**src/rtl/proc_control.sv**
```systemverilog
`default_nettype none
// +------------------------------------------------------------------------+
// | Module      : proc_control                                             |
// | Description : Multicycle control unit of the simple bus processor.     |
// |               Owns the instruction register and the T0..T3 step        |
// |               counter, and sequences register-file, A, G and DIN       |
// |               transfers over the shared bus.                           |
// |               Optional feature macro: CTRL_ILLEGAL_EN adds the sticky  |
// |               Illegal output for undefined opcodes.                    |
// | Revision    : 1.0 - initial release                                    |
// +------------------------------------------------------------------------+
module proc_control #(
  parameter int W = 16
) (
  input  logic         Clock,
  input  logic         Resetn,
  input  logic         Run,
  input  logic [W-1:0] DIN,
  output logic [7:0]   Rin,
  output logic [7:0]   Rout,
  output logic         Ain,
  output logic         Gin,
  output logic         Gout,
  output logic         DINout,
  output logic [2:0]   AluOp,
  output logic         Done,
  output logic         Busy
`ifdef CTRL_ILLEGAL_EN
  ,
  output logic         Illegal
`endif
);

  typedef enum logic [1:0] {
    T0 = 2'd0,
    T1 = 2'd1,
    T2 = 2'd2,
    T3 = 2'd3
  } step_t;

  typedef struct packed {
    logic [7:0] rin;
    logic [7:0] rout;
    logic       ain;
    logic       gin;
    logic       gout;
    logic       dinout;
    logic [2:0] aluop;
    logic       done;
    logic       busy;
  } ctrl_t;

  // Only the top ten instruction bits carry meaning: opcode, rx, ry.
  step_t      r_step;
  step_t      w_step_nxt;
  logic [9:0] r_ir;
  logic [9:0] w_ir_nxt;
  ctrl_t      r_ctrl;

  function automatic logic is_alu(input logic [3:0] op);
    return op[3] && (op[2:0] <= 3'd5);
  endfunction

  function automatic logic is_undef(input logic [3:0] op);
    return !(op == 4'b0000 || op == 4'b0001 || is_alu(op));
  endfunction

  // Control word for a given step of a given instruction; outputs are a
  // pure function of (step, IR) so no input ever reaches an output.
  function automatic ctrl_t decode(input step_t s, input logic [9:0] f);
    ctrl_t      d;
    logic [3:0] op;
    logic [7:0] rx_oh;
    logic [7:0] ry_oh;
    op    = f[9:6];
    rx_oh = 8'd1 << f[5:3];
    ry_oh = 8'd1 << f[2:0];
    d      = '0;
    d.busy = (s != T0);
    case (s)
      T1: begin
        if (op == 4'b0000) begin
          d.rout = ry_oh;
          d.rin  = rx_oh;
          d.done = 1'b1;
        end else if (op == 4'b0001) begin
          d.dinout = 1'b1;
          d.rin    = rx_oh;
          d.done   = 1'b1;
        end else if (is_alu(op)) begin
          d.rout = rx_oh;
          d.ain  = 1'b1;
        end else begin
          // Undefined opcode: a bare no-op that still signals completion.
          d.done = 1'b1;
        end
      end
      T2: begin
        if (is_alu(op)) begin
          d.rout  = ry_oh;
          d.gin   = 1'b1;
          d.aluop = op[2:0];
        end
      end
      T3: begin
        if (is_alu(op)) begin
          d.gout = 1'b1;
          d.rin  = rx_oh;
          d.done = 1'b1;
        end
      end
      default: d = '0;
    endcase
    return d;
  endfunction

  // Next step / next IR: fetch only in T0, ALU ops take the long path.
  always_comb begin
    w_step_nxt = r_step;
    w_ir_nxt   = r_ir;
    case (r_step)
      T0: begin
        if (Run) begin
          w_ir_nxt   = DIN[W-1:W-10];
          w_step_nxt = T1;
        end
      end
      T1:      w_step_nxt = is_alu(r_ir[9:6]) ? T2 : T0;
      T2:      w_step_nxt = T3;
      T3:      w_step_nxt = T0;
      default: w_step_nxt = T0;
    endcase
  end

  // State, IR and registered control word (decoded from the next state so
  // each output is valid throughout the step it belongs to).
  always_ff @(posedge Clock or negedge Resetn) begin
    if (!Resetn) begin
      r_step <= T0;
      r_ir   <= '0;
      r_ctrl <= '0;
    end else begin
      r_step <= w_step_nxt;
      r_ir   <= w_ir_nxt;
      r_ctrl <= decode(w_step_nxt, w_ir_nxt);
    end
  end

`ifdef CTRL_ILLEGAL_EN
  logic r_illegal;

  // Sticky flag, raised as the undefined instruction enters T1.
  always_ff @(posedge Clock or negedge Resetn) begin
    if (!Resetn) begin
      r_illegal <= 1'b0;
    end else if (w_step_nxt == T1 && is_undef(w_ir_nxt[9:6])) begin
      r_illegal <= 1'b1;
    end
  end

  assign Illegal = r_illegal;
`endif

  generate
    if (W > 10) begin : g_unused_din
      logic w_unused_din;
      assign w_unused_din = ^DIN[W-11:0];
    end
  endgenerate

  assign Rin    = r_ctrl.rin;
  assign Rout   = r_ctrl.rout;
  assign Ain    = r_ctrl.ain;
  assign Gin    = r_ctrl.gin;
  assign Gout   = r_ctrl.gout;
  assign DINout = r_ctrl.dinout;
  assign AluOp  = r_ctrl.aluop;
  assign Done   = r_ctrl.done;
  assign Busy   = r_ctrl.busy;

endmodule
`default_nettype wire
```
**config.mk**
```make
export PLATFORM = sky130hd
export DESIGN_NAME = proc_control
export DESIGN_NICKNAME = d
export VERILOG_FILES = /design/src/rtl/proc_control.sv
export SDC_FILE = /design/constraint.sdc
export NUM_CORES = 1
export LEC_CHECK = 0
export ABC_AREA = 0
export CORE_MARGIN = 2
export CORE_UTILIZATION = 50
export CTS_BUF_LIST = sky130_fd_sc_hd__clkbuf_2
export DETAILED_ROUTE_END_ITERATION = 6
export PLACE_DENSITY = 0.94
export SLEW_MARGIN = 20
export SYNTH_ARGS = -nofsm -noshare
export SYNTH_HDL_FRONTEND = slang
export SYNTH_SLANG_ARGS = --single-unit
```
**constraint.sdc**
```tcl
create_clock -name Clock -period 2.15 [get_ports Clock]
set_input_delay 0.3225 -clock Clock [delete_from_list [all_inputs] [get_ports Clock]]
set_output_delay 0.3225 -clock Clock [all_outputs]
set_load 0.05 [all_outputs]
```
==> out/results.ini <==
[outcome]
status = complete, no violations

[drt]
vias_per_cell = 5.43
vias = 1302
totalWireLength_um = 3700
drtIter0Drc = 51
ant_nets = 0
wl_per_cell_um = 15.4
remaining_drc_errors = 0
firstDrtPassIters = 4

[setup_path]
crit_end = Rout[1]
cp_top_family = buffers and inverters
cpPeakStageDelay_ns = 0.42
crit_top_cell = buf_4
cp_num_buf_inv = 3
critical_path.cell_chain = buf_4 > nor3b_4 > buf_4 > mux2i_2 > inv_2 > nand3_1 > o22ai_1
crit_type = register to register
cp.arrival_ns = 2.32
r2r.worst_path.cells = 7
startpoint = r_step[1]
r2r_slack_ns = 0.1
cpMaxStageDelayCell = dfrtp_1
worstPathMaxFanout = 13
cp.required_ns = 2.42
crit_path_end_kind = register
start_kind = register
r2r_end = Rout[1]
worstReg2RegStart = r_step[1]
crit_cells = 7

[synthesis]
synth.avg_cell_area_sq_um = 11.8
synthArstFlopShare = 1.00
synth_edf_count = 0
postSynthCellCount = 140
synth_warnings = 0
synth.net_count = 162
ys_seq_area_frac = 0.562
syn_area_sq_mm = 0.00165
synth_area_leaders = dfrtp_1, mux2_2, nor3_1
synth_cell_types = 33
synth-seq-cells = 37
yosys.area.top_type = dfrtp_1
synth.top_cell.area_share = 0.562
synth_ff_type = dfrtp_1

[sta]
setup_tns_ns = 0
finalCriticalPeriod_ns = 2.05
hold_viol = 0
rsz0062_at_grt = no
worstMarginPinSlew_ns = 0.510
clock.fmax_mhz = 487
relSlewSlack = 0.659
setup_violations = 0
drv_slew = 0
min_period_over_period = 0.955
fin_skew_ns = 0.0197

[final_layout]
seqCellArea_sq_um = 926
fillers = 229
nets = 217
drive_above_1_share = 0.194
fin_util = 0.710
fin_cells = 240
antenna_cells = 0
area_growth_pct = 33.6
multi_input_area_sq_um = 671

[pwr]
vdd.ir_drop.worst_mv = 0.662
p_leak_uw = 0.000973
power_density_mw_per_mm2 = 1240

[floorplan]
die_h_um = 61.4
core_region_area_sq_mm = 0.00310
start_util = 0.531
die_width_um = 61.4
dieArea_sq_mm = 0.00377
rows = 20
ios = 44

[global_route]
grt_usage = 0.220
grt-ovfl-total = 0
antenna_found_initial = 0
grt_pass1_wl_um = 5760
grt_pass1_vias = 1314
grt_max_degree = 38

[placement]
globalplace.congestion = 0.834
dp.cells = 232
port_buffers = 37
hpwl_um = 2840

[clocking]
tritoncts_num_sinks = 37
clk_path_buf_depth = 2
cts_htree_levels = 2
cts_root_buffer = clkbuf_2
insertion_delay_ns = 0.39
clk_pin_slew_ns = 0.18
cts_tree = yes
cts_buffers = 5
cts_setup_buffers = 0

[worst_hold_path]
hold_class = input pin to asynchronous set/reset pin

[run]
maxCapViolCount = 0

-- registers in the layout (all words and copies together), names as in the netlist --
name / flops
Gout: 1
DINout: 1
r_ir: 10
Ain: 1
Rin: 8
Gin: 1
Done: 1
Busy: 1
AluOp: 3
Rout: 8
r_step: 2
-- synth_stat cells (2+ instances only) --
cell      number
inv_1          9
nor2_1         7
a21oi_1        2
ha_1           3
mux2_2         9
mux2i_1        5
nor3_1        13
nor3b_1        2
o21ai_0        2
o22ai_1        7
dfrtp_1       37
nand2b_1       6
a31oi_1        3
nor4_1         2
nand2_1       11
a21bo_2        2
nand3_1        2
and3_1         3
-- what timing repair did --
action | CTS | global route
gates resized for setup | 1 | 1
setup endpoints to repair | 8 | 7
hold buffers | 0 | 0
cloned | 0 | 0
-- power breakdown --
part	switching, uW	internal, uW	total, uW
Clock	221	71.1	292
Combinational	853	576	1430
Sequential	132	870	1000
-- layout by cell type (no fill, tap or decap), types with 3 or more instances in the layout --
cell,synthesis,routed
a31oi_1,3,3
nor2_1,7,7
mux2i_1,5,5
o22ai_1,7,7
nor3_1,13,13
buf_4,1,14
clkbuf_2,0,5
nand2b_1,6,6
inv_1,9,9
ha_1,3,3
and3_1,3,3
dfrtp_1,37,37
nand2_1,11,11
clkdlybuf4s50_1,0,37
mux2_2,9,9
-- worst min path at each step --
| stage | end | cells after the start |
|---|---|---|
| after floorplan | Ain | 0 |
| after global placement | r_ir[6] | 2 |
| after detailed placement | r_ir[6] | 2 |
| after CTS | r_ir[6] | 2 |
| after global routing | Rout[4] | 2 |
| final | Rout[0] | 2 |
-- layer usage --
layer,wire [um],GRT usage,part of all wire,vias to the layer above
li1,-,-,-,609
met5,0,0,0,-
met1,1390,0.226,0.38,628
met3,229,0.0693,0.062,11
met4,98,0.125,0.027,0
met2,1980,0.394,0.54,54
-- through the flow --
step                setup slack [ns]  hold slack [ns]  area, sq um  power (uW)
floorplan                      0.213           0.0269         1650        1900
finish                        0.0970            0.319         2200        2720
CTS                           0.0665            0.324         2200        2700
global placement             0.00359            0.520         2160        2310
detailed placement            -0.109            0.573         2160        2410
global route                 0.00302            0.335         2200        2870
-- cells by family (layout without fill, tap and decap cells) --
kind of cell,after synthesis,count (layout),synth area share
buffers and inverters,13,69,0.0372
flip-flops,37,37,0.562
AND/OR/NAND/NOR,51,51,0.162
multiplexers,16,16,0.114
AO/OA/AOI/OAI,20,20,0.102
adder cells (fa/ha/maj),3,3,0.0228
-- layout make-up --
cell class                 instances  area share
timing repair buffer              51       0.216
inverter                          10      0.0170
clock buffer                       5      0.0114
tap                               44      0.0250
sequential                        37       0.420
clock inverter                     3     0.00568
multi-input combinational         90       0.305
(Power assumes the default switching activity.)
